### src/rtl/ysyx_25030093_lsu_ctrl_if.sv
// Load/store controller bus bundle: execute-side request, memory bus and
// execute-side response. The master modport is the controller's view; the
// slave modport is the view of the surrounding execute stage and memory.
interface ysyx_25030093_lsu_ctrl_if;
  logic        req_valid;
  logic        req_ready;
  logic [4:0]  req_op;
  logic [31:0] req_base;
  logic [31:0] req_off;
  logic [31:0] req_wdata;

  logic        mem_req_valid;
  logic        mem_req_ready;
  logic [31:0] mem_addr;
  logic        mem_wen;
  logic [3:0]  mem_wstrb;
  logic [31:0] mem_wdata;
  logic        mem_resp_valid;
  logic [31:0] mem_rdata;
  logic        mem_resp_err;

  logic        rsp_valid;
  logic        rsp_ready;
  logic [31:0] rsp_data;
  logic [1:0]  rsp_fault;

  modport master (
    input  req_valid, req_op, req_base, req_off, req_wdata,
    output req_ready,
    output mem_req_valid, mem_addr, mem_wen, mem_wstrb, mem_wdata,
    input  mem_req_ready, mem_resp_valid, mem_rdata, mem_resp_err,
    output rsp_valid, rsp_data, rsp_fault,
    input  rsp_ready
  );

  modport slave (
    output req_valid, req_op, req_base, req_off, req_wdata,
    input  req_ready,
    input  mem_req_valid, mem_addr, mem_wen, mem_wstrb, mem_wdata,
    output mem_req_ready, mem_resp_valid, mem_rdata, mem_resp_err,
    input  rsp_valid, rsp_data, rsp_fault,
    output rsp_ready
  );
endinterface

### src/rtl/ysyx_25030093_lsu_ctrl.sv
// Multi-cycle load/store controller: accepts one op from execute, runs a
// single valid/ready bus access with a bounded wait, and returns the
// extended load result or a fault code through a response handshake.
module ysyx_25030093_lsu_ctrl #(
  parameter int unsigned TIMEOUT_CYC = 1023
) (
  input logic                      clk,
  input logic                      rst,
  ysyx_25030093_lsu_ctrl_if.master bus
);

  typedef enum logic [1:0] {S_IDLE, S_REQ, S_WAIT, S_DONE} state_e;

  typedef enum logic [4:0] {
    OP_SW  = 5'd17,
    OP_LW  = 5'd18,
    OP_LBU = 5'd21,
    OP_SH  = 5'd22,
    OP_SB  = 5'd23,
    OP_LHU = 5'd24,
    OP_LB  = 5'd25,
    OP_LH  = 5'd26
  } op_e;

  typedef enum logic [1:0] {F_OK, F_ALIGN, F_BUS, F_TIMEOUT} fault_e;

  localparam logic [15:0] CNT_LAST = 16'(TIMEOUT_CYC - 1);

  state_e      state, state_nxt;
  logic [15:0] cnt;
  logic [4:0]  op_q;
  logic [1:0]  lane_q;

  logic [31:0] ea;
  logic        legal;
  logic        is_load;
  logic        misal;
  logic        acc_fault;
  logic [3:0]  acc_strb;
  logic [31:0] acc_wdata;
  logic [31:0] shifted;
  logic [31:0] load_val;

  // Decode the presented request: effective address, legality, alignment and lane placement.
  always_comb begin
    ea        = bus.req_base + bus.req_off;
    legal     = 1'b1;
    is_load   = 1'b0;
    misal     = 1'b0;
    acc_strb  = '0;
    acc_wdata = '0;
    case (bus.req_op)
      OP_SW: begin
        misal     = (ea[1:0] != 2'b00);
        acc_strb  = 4'b1111;
        acc_wdata = bus.req_wdata;
      end
      OP_SH: begin
        misal     = ea[0];
        acc_strb  = 4'b0011 << ea[1:0];
        acc_wdata = {2{bus.req_wdata[15:0]}};
      end
      OP_SB: begin
        acc_strb  = 4'b0001 << ea[1:0];
        acc_wdata = {4{bus.req_wdata[7:0]}};
      end
      OP_LW: begin
        is_load = 1'b1;
        misal   = (ea[1:0] != 2'b00);
      end
      OP_LH, OP_LHU: begin
        is_load = 1'b1;
        misal   = ea[0];
      end
      OP_LB, OP_LBU: begin
        is_load = 1'b1;
      end
      default: legal = 1'b0;
    endcase
    acc_fault = !legal || misal;
  end

  // Extract and extend the addressed lane of the returned word.
  always_comb begin
    shifted  = bus.mem_rdata >> {lane_q, 3'b000};
    load_val = '0;
    case (op_q)
      OP_LB:   load_val = {{24{shifted[7]}}, shifted[7:0]};
      OP_LBU:  load_val = {24'b0, shifted[7:0]};
      OP_LH:   load_val = {{16{shifted[15]}}, shifted[15:0]};
      OP_LHU:  load_val = {16'b0, shifted[15:0]};
      OP_LW:   load_val = shifted;
      default: load_val = '0;
    endcase
  end

  // State register.
  always_ff @(posedge clk or posedge rst) begin
    if (rst) state <= S_IDLE;
    else     state <= state_nxt;
  end

  // Next-state logic and state-decoded handshake outputs.
  always_comb begin
    state_nxt         = state;
    bus.req_ready     = 1'b0;
    bus.mem_req_valid = 1'b0;
    bus.rsp_valid     = 1'b0;
    case (state)
      S_IDLE: begin
        bus.req_ready = 1'b1;
        if (bus.req_valid) state_nxt = acc_fault ? S_DONE : S_REQ;
      end
      S_REQ: begin
        bus.mem_req_valid = 1'b1;
        if (bus.mem_req_ready) state_nxt = S_WAIT;
      end
      S_WAIT: begin
        if (bus.mem_resp_valid || cnt == CNT_LAST) state_nxt = S_DONE;
      end
      S_DONE: begin
        bus.rsp_valid = 1'b1;
        if (bus.rsp_ready) state_nxt = S_IDLE;
      end
      default: state_nxt = S_IDLE;
    endcase
  end

  // Request latch at accept, wait counter, and response capture.
  always_ff @(posedge clk or posedge rst) begin
    if (rst) begin
      cnt           <= '0;
      op_q          <= '0;
      lane_q        <= '0;
      bus.mem_addr  <= '0;
      bus.mem_wen   <= 1'b0;
      bus.mem_wstrb <= '0;
      bus.mem_wdata <= '0;
      bus.rsp_data  <= '0;
      bus.rsp_fault <= '0;
    end else begin
      case (state)
        S_IDLE: begin
          if (bus.req_valid) begin
            op_q          <= bus.req_op;
            lane_q        <= ea[1:0];
            bus.mem_addr  <= {ea[31:2], 2'b00};
            bus.mem_wen   <= !is_load && !acc_fault;
            bus.mem_wstrb <= acc_fault ? 4'b0000 : acc_strb;
            bus.mem_wdata <= acc_fault ? 32'b0 : acc_wdata;
            bus.rsp_data  <= '0;
            bus.rsp_fault <= acc_fault ? F_ALIGN : F_OK;
          end
        end
        S_REQ: begin
          if (bus.mem_req_ready) cnt <= '0;
        end
        S_WAIT: begin
          cnt <= cnt + 16'd1;
          // A response in the final counted cycle still wins over the timeout.
          if (bus.mem_resp_valid) begin
            bus.rsp_data  <= bus.mem_resp_err ? 32'b0 : load_val;
            bus.rsp_fault <= bus.mem_resp_err ? F_BUS : F_OK;
          end else if (cnt == CNT_LAST) begin
            bus.rsp_data  <= '0;
            bus.rsp_fault <= F_TIMEOUT;
          end
        end
        default: ;
      endcase
    end
  end

endmodule

### src/flat_wrapper.sv
// flat-port wrapper written by rule: the top's interface ports become plain ports
module ysyx_25030093_lsu_ctrl_flat 
#(
  parameter int unsigned TIMEOUT_CYC = 1023
)
  (clk, rst, bus_req_valid, bus_req_op, bus_req_base, bus_req_off, bus_req_wdata, bus_req_ready, bus_mem_req_valid, bus_mem_addr, bus_mem_wen, bus_mem_wstrb, bus_mem_wdata, bus_mem_req_ready, bus_mem_resp_valid, bus_mem_rdata, bus_mem_resp_err, bus_rsp_valid, bus_rsp_data, bus_rsp_fault, bus_rsp_ready);
  ysyx_25030093_lsu_ctrl_if bus_i ();
  input logic clk;
  input logic rst;
  input wire logic [$bits(bus_i.req_valid)-1:0] bus_req_valid;
  input wire logic [$bits(bus_i.req_op)-1:0] bus_req_op;
  input wire logic [$bits(bus_i.req_base)-1:0] bus_req_base;
  input wire logic [$bits(bus_i.req_off)-1:0] bus_req_off;
  input wire logic [$bits(bus_i.req_wdata)-1:0] bus_req_wdata;
  output wire logic [$bits(bus_i.req_ready)-1:0] bus_req_ready;
  output wire logic [$bits(bus_i.mem_req_valid)-1:0] bus_mem_req_valid;
  output wire logic [$bits(bus_i.mem_addr)-1:0] bus_mem_addr;
  output wire logic [$bits(bus_i.mem_wen)-1:0] bus_mem_wen;
  output wire logic [$bits(bus_i.mem_wstrb)-1:0] bus_mem_wstrb;
  output wire logic [$bits(bus_i.mem_wdata)-1:0] bus_mem_wdata;
  input wire logic [$bits(bus_i.mem_req_ready)-1:0] bus_mem_req_ready;
  input wire logic [$bits(bus_i.mem_resp_valid)-1:0] bus_mem_resp_valid;
  input wire logic [$bits(bus_i.mem_rdata)-1:0] bus_mem_rdata;
  input wire logic [$bits(bus_i.mem_resp_err)-1:0] bus_mem_resp_err;
  output wire logic [$bits(bus_i.rsp_valid)-1:0] bus_rsp_valid;
  output wire logic [$bits(bus_i.rsp_data)-1:0] bus_rsp_data;
  output wire logic [$bits(bus_i.rsp_fault)-1:0] bus_rsp_fault;
  input wire logic [$bits(bus_i.rsp_ready)-1:0] bus_rsp_ready;
  assign bus_i.req_valid = bus_req_valid;
  assign bus_i.req_op = bus_req_op;
  assign bus_i.req_base = bus_req_base;
  assign bus_i.req_off = bus_req_off;
  assign bus_i.req_wdata = bus_req_wdata;
  assign bus_req_ready = bus_i.req_ready;
  assign bus_mem_req_valid = bus_i.mem_req_valid;
  assign bus_mem_addr = bus_i.mem_addr;
  assign bus_mem_wen = bus_i.mem_wen;
  assign bus_mem_wstrb = bus_i.mem_wstrb;
  assign bus_mem_wdata = bus_i.mem_wdata;
  assign bus_i.mem_req_ready = bus_mem_req_ready;
  assign bus_i.mem_resp_valid = bus_mem_resp_valid;
  assign bus_i.mem_rdata = bus_mem_rdata;
  assign bus_i.mem_resp_err = bus_mem_resp_err;
  assign bus_rsp_valid = bus_i.rsp_valid;
  assign bus_rsp_data = bus_i.rsp_data;
  assign bus_rsp_fault = bus_i.rsp_fault;
  assign bus_i.rsp_ready = bus_rsp_ready;
  ysyx_25030093_lsu_ctrl #(.TIMEOUT_CYC(TIMEOUT_CYC)) u_core (.clk(clk), .rst(rst), .bus(bus_i));
endmodule
### config.mk
export PLATFORM = sky130hd
export DESIGN_NAME = ysyx_25030093_lsu_ctrl_flat
export DESIGN_NICKNAME = d
export VERILOG_FILES = /design/src/rtl/ysyx_25030093_lsu_ctrl_if.sv /design/src/rtl/ysyx_25030093_lsu_ctrl.sv /design/src/flat_wrapper.sv
export SDC_FILE = /design/constraint.sdc
export NUM_CORES = 1
export LEC_CHECK = 0
export CAP_MARGIN = 0
export CORE_UTILIZATION = 43
export CTS_CLUSTER_SIZE = 24
export DETAILED_ROUTE_END_ITERATION = 16
export MAX_ROUTING_LAYER = met4
export PLACE_DENSITY = 0.75
export SYNTH_ARGS = -nofsm -noshare
export SYNTH_HDL_FRONTEND = slang
export SYNTH_SLANG_ARGS = --single-unit
### constraint.sdc
create_clock -name clk -period 4.1 [get_ports clk]
set_clock_uncertainty 0.1 [all_clocks]
set_input_delay 0.82 -clock clk [delete_from_list [all_inputs] [get_ports clk]]
set_output_delay 0.82 -clock clk [all_outputs]
set_load 0.05 [all_outputs]
After elaboration in Yosys (flattened, before gate mapping)

Cells that the tools add are included.

Register bits after elaboration: 126
Input bits: 140
Output and inout port bits: 106

Add/subtract/negate cells: 2
Equality and inequality tests: 22
Shift operators: 3
Multiplexer cells: 30
Reduce and logical (&&, ||, !) cells: 18

Operator list:

| operator                                                           | count |
|---|---|
| 32-bit 2-to-1 mux                                                  | 5 |
| 32-bit one-hot mux with 5 select lines                             | 1 |
| 32-bit one-hot mux with 3 select lines                             | 1 |
| 5-bit == test (second input constant)                              | 13 |
| 32-bit one-hot mux with 2 select lines                             | 1 |
| 32-bit adder                                                       | 1 |
| 16-bit one-hot mux with 2 select lines                             | 1 |
| 32-bit by 5-bit right shift with 32-bit output                     | 1 |
| 2-bit 2-to-1 mux                                                   | 9 |
| 16-bit by 1-bit adder with 16-bit output (second input constant)   | 1 |
| 16-bit by 10-bit == test with 1-bit output (second input constant) | 1 |
| 16-bit 2-to-1 mux                                                  | 1 |
| 4-bit one-hot mux with 3 select lines                              | 1 |
| 2-bit one-hot mux with 4 select lines                              | 1 |
| 8-bit OR reduction                                                 | 1 |
| 1-bit 2-to-1 mux                                                   | 6 |
| 2-bit inequality test (second input constant)                      | 3 |
| 2-bit nonzero test                                                 | 3 |
| 5-bit OR reduction                                                 | 1 |
| 2-bit == test (second input constant)                              | 2 |
| 4-bit 2-to-1 mux                                                   | 1 |
| 2-bit one-hot mux with 2 select lines                              | 1 |
| 2-bit AND reduction                                                | 2 |
| 4-bit AND reduction                                                | 1 |
| other kinds (13)                                                   | 16 |

Logic depth before layout (Yosys ltp)

Gate-level depths: netlist of the first run.

Depth in word-level cells: 8
Mapped depth: 10

Least setup slack after synthesis of the first run

Ideal clock, no wire load.

Path type: in2reg
Start point: input bus_req_off[0]
End point: register u_core.bus.mem_addr[28]
Setup time: 0.145 ns
Arrival time: 3.082 ns
Slack: 0.773 ns
Stages: 9
Buffers on the path: 0
Path through: ha_1 fa_1 a21o_1 a221oi_2 o22ai_2 a2111oi_4 o21ai_2 o311ai_0 o211ai_1

Longest elaborated chain between the ends: 1

RTL lines:

| what                   | RTL line                        | source |
|---|---|---|
| start: declaration     | flat_wrapper.sv:13              | `input wire logic [$bits(bus_i.req_off)-1:0] bus_req_off;` |
| 32-bit adder           | ysyx_25030093_lsu_ctrl.sv:46    | `ea = bus.req_base + bus.req_off;` |
| end signal: assignment | ysyx_25030093_lsu_ctrl.sv:147   | `bus.mem_addr <= {ea[31:2], 2'b00};` |
| end: declaration       | ysyx_25030093_lsu_ctrl_if.sv:30 | `output mem_req_valid, mem_addr, mem_wen, mem_wstrb, mem_wdata,` |

No other way between the ends.
A chain may end at the register's enable or synchronous reset.

Worst setup path after layout of the first run

Same ends and word-level chain as after synthesis.

==> impl_metrics.py, run 1 <==
metrics = {
    "outcome": {
        "run_status": "finished, final reports clean",
    },
    "synthesis": {
        "ys_top_cells_by_area": "dfrtp_1, nand2_1, o21ai_0",
        "yosysMostFrequentCell": "nand2_1",
        "synth.avg_cell_area_um2": 8.64,
        "mappedNetlistArea_um2": 7610,
        "synth_cell_types": 65,
        "synth.yosys.seq_area_share_pct": 41.4,
        "synth_top_area_cell": "dfrtp_1",
        "synthCells": 881,
        "synth-main-ff-cell": "dfrtp_1",
        "synthTopCellsByCount": "nand2_1, dfrtp_1, o21ai_0, a21oi_1, nor2_1",
        "netlist.area_leader.share_pct": 41.4,
        "synth-async-reset-ratio_pct": 100,
        "synth_edf_count": 0,
        "yosysWarnings": 0,
        "synth-seq-cells": 126,
    },
    "grt": {
        "grtUsageTotal_pct": 25.4,
        "grt.overflow.total": 0,
        "first_global_vias": 7100,
        "antenna_found_initial": 1,
        "grt_pass1_wl_mm": 35.3,
        "grt_max_degree": 42,
    },
    "die": {
        "start_util_pct": 44.0,
        "die_w_um": 135,
        "die_h_um": 135,
        "rows": 48,
        "core-area_um2": 17300,
        "pin_count": 246,
        "dieArea_um2": 18200,
    },
    "timing": {
        "max_freq_mhz": 287,
        "final_hold_viol_count": 0,
        "worst_pin_slew_ns": 1.02,
        "slew-limit-headroom_pct": 32.0,
        "final-max-slew-violation-count": 0,
        "finalSetupTns_ns": 0,
        "finalSetupViolations": 0,
        "min_period_ns": 3.48,
        "rsz0062_at_grt": "false",
        "finalCritPeriodShare_pct": 84.9,
    },
    "placed_design": {
        "routabilityCongestion": 0.911,
        "io_buffers": 243,
        "place_hpwl_mm": 16.6,
        "placedCellCount": 1316,
    },
    "cells_and_area": {
        "syn_to_final_growth_pct": 42.4,
        "layout-drive-gt1-share_pct": 6.25,
        "fin_nets": 1288,
        "final-instance-count-excl-fill": 1346,
    },
    "setup_path": {
        "critical_path.max_stage_delay_ns": 0.41,
        "crit_chain": "clkdlybuf4s50_1, ha_1, fa_1, a21o_1, a221oi_2, o22ai_2, a2111oi_4, o21ai_2, o311ai_0, o211ai_1",
        "crit_required_ns": 4.26,
        "critPathLaunchType": "input port",
        "worstPathMaxFanout": 5,
        "arrival_ns": 3.65,
        "crit_slowest_cell": "clkdlybuf4s50_1",
        "worst_setup_path_end_kind": "flop",
        "critical_path_class": "in -> reg",
    },
    "power_and_ir_drop": {
        "switching_power_mw": 2.38,
        "ir_drop_mv": 0.435,
        "power_switching_share_pct": 41.9,
        "powerDensity_nw_per_um2": 524,
        "p_clk_share_pct": 25.1,
        "power.share.sequential_pct": 30.5,
        "power_frac_comb_pct": 44.4,
        "p_leak_nw": 4.59,
        "intPower_mw": 3.30,
    },
    "cts": {
        "cts-hold-fix-buffers": 0,
        "cts_buffers": 17,
        "clockBufferDepth": 2,
        "cts_tree": "yes",
        "cts_max_level": 4,
        "path_clk_slew_ns": 0.05,
        "postCtsSetupBuffers": 0,
        "clk_latency_ns": 0.41,
        "cts-resized-gates": 0,
        "cts_root_buffer": "clkbuf_16",
        "cts_sinks": 126,
    },
    "routing": {
        "top_layer_used": "met4",
        "detailroute.via_count": 7477,
        "drt_iter0_markers": 429,
        "route.met3.wl_mm": 1.50,
        "viasPerCell": 5.55,
        "ant_nets": 0,
        "wl_met2_mm": 10.2,
        "drc_errors": 0,
        "drt-wirelength-per-cell_um": 16.6,
        "m1WireLength_mm": 9.92,
        "wl_mm": 22.4,
        "drt_first_pass_iters": 5,
    },
    "flow_run": {
        "drv_cap": 0,
    },
    "hold_path": {
        "worstHoldPathType": "reg -> reg",
    },
}
-- cell type report --
| class | count | area (um^2) |
|---|---|---|
| tap | 225 | 282 |
| inverter | 21 | 82.6 |
| timing repair buffer | 258 | 2570 |
| fill | 1547 | 6460 |
| clock inverter | 6 | 60.1 |
| clock buffer | 23 | 498 |
| antenna | 1 | 2.50 |
| multi-input combinational | 686 | 4190 |
| sequential | 126 | 3150 |
-- cells in the final DEF (no fill, tap or decap), drive strengths merged, types with 6 or more instances in the layout --
cell type / synthesis / routed
nor3: 13 / 13
mux2i: 27 / 27
dfrtp: 126 / 126
o31ai: 17 / 17
a21o: 6 / 6
and3: 6 / 6
buf: 10 / 15
nand2: 163 / 163
mux2: 10 / 10
nand3: 15 / 15
a22o: 10 / 10
a22oi: 9 / 9
ha: 37 / 37
nor2: 56 / 56
nand4: 12 / 12
clkbuf: 39 / 23
clkdlybuf4s50: 0 / 243
a21oi: 84 / 84
xor2: 16 / 16
inv: 21 / 20
xnor2: 14 / 14
o21ai: 104 / 104
-- flip-flops by register name (all words and copies together) (netlist names) --
| register | cells |
|---|---|
| u_core.bus.mem_wdata | 32 |
| u_core.bus.rsp_data | 32 |
| u_core.bus.mem_addr | 30 |
| u_core.cnt | 16 |
| u_core.op_q | 5 |
| u_core.bus.mem_wstrb | 4 |
| u_core.bus.rsp_fault | 2 |
| u_core.lane_q | 2 |
| u_core.state | 2 |
| u_core.bus.mem_wen | 1 |
-- per-layer routing --
metal	vias to the layer above	global-route usage, %
li1	3616	-
met1	3520	32.3
met2	282	38.5
met3	59	5.71
met4	0	11.9
met5	-	-
-- through the flow --
stage               util, %  area (um^2)  power (mW)  hold slack [ns]  worst slack, ns
floorplan                 -         7620        3.40            0.375            0.773
global placement       59.4        10300        4.23            0.350            0.295
detailed placement     59.4        10300        4.26            0.364            0.205
CTS                    62.6        10800        5.72            0.377            0.643
global route           62.7        10800        5.98            0.392            0.448
finish                 62.7        10800        5.68            0.371            0.619
-- power groups by stage --
stage / sequential [mW] / combinational, mW / clock (mW)
2_1_floorplan: 2.26 / 1.13 / 0
3_3_place_gp: 1.74 / 2.49 / 0
3_5_place_dp: 1.74 / 2.52 / 0
4_1_cts: 1.73 / 2.53 / 1.46
5_1_grt: 1.77 / 2.71 / 1.51
6_report: 1.73 / 2.52 / 1.43
-- kinds of logic after synthesis --
| logic type | synth area share [%] |
|---|---|
| other | 0.0493 |
| xor gates and xnor gates | 3.45 |
| buffers and inverters | 3.70 |
| DFF | 41.4 |
| muxes | 5.03 |
| AOI/OAI and AO/OA | 22.5 |
| adders and majority gates | 6.35 |
| and+or+nand+nor | 17.4 |
-- path summary, 6_finish.rpt --
check | from | endpoint | slack (ns) | cells past startpoint
setup / recovery | bus_req_off[0] | u_core.bus.mem_addr[28]$_DFFE_PP0P_ | 0.62 | 10
hold / removal | u_core.bus.mem_wen$_DFFE_PP0P_ | u_core.bus.mem_wen$_DFFE_PP0P_ | 0.37 | 2
max in group asynchronous | rst | u_core.bus.mem_wdata[10]$_DFFE_PP0P_ | 2.31 | 3
hold reg to reg | u_core.bus.mem_wen$_DFFE_PP0P_ | u_core.bus.mem_wen$_DFFE_PP0P_ | 0.37 | 2
setup reg to reg | u_core.lane_q[0]$_DFFE_PP0P_ | u_core.bus.rsp_data[27]$_DFFE_PP0P_ | 1.10 | 8
min in group asynchronous | rst | u_core.bus.mem_addr[2]$_DFFE_PP0P_ | 0.84 | 2
-- worst max-delay path, delay by kind of cell --
family / cells / cell delay, ns
buf+inv: 1 / 0.41
compound gates: 7 / 1.79
fa+ha+maj: 2 / 0.64
No activity file was read; power rests on OpenSTA's default activity.
==> run 2, diff against run 1 <==
Clock period 4.1 ns to 2.9 ns, I/O delays scaled along.
==> run 2 against run 1 <==
Routed wire length grew 5.9%. Largest power group unchanged. Clock power grew 71%. Worst setup slack lost 0.50 ns. Clock-buffer cell count shrank 5. Sequential cell count is the same. Final cell count grew 6.3%. Sequential share of layout area shrank 2.0 points. Utilization grew 4.6 points. Highest routed layer unchanged. Non-clock buffer count grew 83. Global-route usage grew 1.6 points. Hold slack gained 0.0066 ns.
==> impl_metrics.py, run 2 (synthesis gave the netlist of run 1 again) <==
metrics = {
    "outcome": {
        "run_status": "finished, final reports clean",
    },
    "cells_and_area": {
        "layout-drive-gt1-share_pct": 13.6,
        "final-instance-count-excl-fill": 1431,
        "seq_area_um2": 3150,
        "fin_nets": 1371,
        "fin_area_um2": 11600,
        "final_cell_mix": "clkdlybuf4s50_1, nand2_1, dfrtp_1",
        "syn_to_final_growth_pct": 52.9,
        "top_regs": "u_core.bus.mem_wdata: 32 flops, u_core.bus.rsp_data: 32 flops, u_core.bus.mem_addr: 30 flops",
        "final_common_cell": "clkdlybuf4s50_1",
        "fillerInstances": 1440,
        "multi_input_area_um2": 4250,
    },
    "timing": {
        "finalSetupTns_ns": 0,
        "finalCritPeriodShare_pct": 96.0,
        "setup_ws_ns": 0.117,
        "max_freq_mhz": 359,
        "finalSetupViolations": 0,
        "final_hold_viol_count": 0,
        "worst_pin_slew_ns": 0.698,
        "final-max-slew-violation-count": 0,
        "slew-limit-headroom_pct": 52.9,
        "min_period_ns": 2.78,
    },
    "setup_path": {
        "critical_path_class": "in -> reg",
        "arrival_ns": 3.00,
        "worst_setup_path_end_kind": "flop",
        "critPathLaunchType": "input port",
        "r2r_start": "u_core.cnt[0]$_DFFE_PP0P_",
        "worstPathMaxFanout": 5,
        "crit_start": "bus_req_off[3]",
        "crit_required_ns": 3.12,
    },
    "grt": {
        "grtUsageTotal_pct": 27.0,
        "first_global_vias": 7509,
        "grt.overflow.total": 0,
        "antenna_found_initial": 1,
        "grt_max_degree": 127,
        "grt_pass1_wl_mm": 37.4,
    },
    "cts": {
        "cts_buffers": 17,
        "clk_latency_ns": 0.41,
        "cts_root_buffer": "clkbuf_16",
        "path_clk_slew_ns": 0.05,
        "cts_tree": "yes",
        "clockBufferDepth": 2,
        "cts_max_level": 4,
        "cts_sinks": 126,
    },
    "die": {
        "die_h_um": 135,
        "rows": 48,
        "dieArea_um2": 18200,
        "core-area_um2": 17300,
        "pin_count": 246,
        "start_util_pct": 44.0,
        "die_w_um": 135,
    },
    "routing": {
        "drt_iter0_markers": 510,
        "detailroute.via_count": 7655,
        "viasPerCell": 5.35,
        "drt-wirelength-per-cell_um": 16.5,
        "wl_mm": 23.7,
        "ant_nets": 0,
        "drt_first_pass_iters": 6,
        "drc_errors": 0,
    },
    "hold_path": {
        "hold_start": "u_core.bus.mem_wdata[17]$_DFFE_PP0P_",
        "worstHoldPathType": "reg -> reg",
    },
    "placed_design": {
        "place_hpwl_mm": 17.7,
        "place_area_um2": 10900,
        "routabilityCongestion": 0.949,
        "placedCellCount": 1397,
        "io_buffers": 243,
        "dpl_worst_slack_ns": -0.620,
    },
    "power_and_ir_drop": {
        "ir_drop_mv": 0.526,
        "powerDensity_nw_per_um2": 749,
        "power_mw": 8.71,
        "p_leak_nw": 5.09,
    },
    "flow_run": {
        "drv_cap": 0,
    },
}
-- run 2: changes by cell type in the layout (fill, tap and decap cells not counted), moves of 2 or more --
cell / change
clkbuf_8: -4
clkbuf_2: +2
bufinv_16: +5
clkinv_2: -2
ha_1: -2
buf_4: +83
clkdlybuf4s50_1: -7
clkinv_4: +4
ha_4: +2
o311ai_0: -2
dlymetal6s2s_1: +4
-- run 2: power breakdown --
| part | switching (mW) | internal [mW] | total (mW) | leakage (nW) |
|---|---|---|---|---|
| registers | 0.265 | 2.10 | 2.36 | 1.69 |
| logic | 2.45 | 1.46 | 3.91 | 3.07 |
| clock network | 0.804 | 1.64 | 2.44 | 0.327 |
-- run 2: timing repair --
item | in CTS | in global routing
pin swaps | 4 | 10
setup endpoints to repair | 7 | 11
gates resized for setup | 3 | 16
gates cloned | 0 | 0
setup buffers | 1 | 1
hold buffers | 0 | 0
-- run 2: metal layers --
layer | GRT usage [%] | vias up | wire (um)
met5 | - | - | 0
met4 | 11.0 | 0 | 529
met3 | 5.48 | 34 | 1360
met2 | 43.3 | 267 | 11400
met1 | 33.3 | 3571 | 10300
li1 | - | 3783 | -
-- run 2: final cells by class --
type	count	share of cell area, %
multi-input cells	686	36.5
repair buffers	341	27.4
flip-flops and latches	126	27.1
clock buffers	18	3.77
well taps	225	2.42
clock inverters	13	2.03
inverters	21	0.710
diodes	1	0.0215
-- run 2: per-stage QoR --
step	hold slack, ns	util, %
floorplan	0.375	-
global placement	0.349	63.0
detailed placement	0.366	63.0
CTS	0.380	66.9
global route	0.397	67.3
finish	0.377	67.3
-- run 2: path summary, 6_finish.rpt --
check	endpoint	slack, ns	cells past startpoint
max reg2reg	u_core.bus.rsp_data[10]$_DFFE_PP0P_	0.58	9
max	u_core.bus.mem_addr[28]$_DFFE_PP0P_	0.12	9
min in group asynchronous	u_core.cnt[6]$_DFFE_PP0P_	0.60	3
min reg2reg	u_core.bus.mem_wdata[17]$_DFFE_PP0P_	0.38	2
max in group asynchronous	u_core.bus.mem_wdata[18]$_DFFE_PP0P_	1.55	3
min	u_core.bus.mem_wdata[17]$_DFFE_PP0P_	0.38	2
-- run 2: critical path: stages --
cell             delay [ns]
clkdlybuf4s50_1        0.40
ha_1                   0.31
and3_4                 0.20
a221oi_4               0.28
o22ai_2                0.16
a2111oi_4              0.43
o21ai_2                0.16
o31a_1                 0.32
o211ai_1               0.17
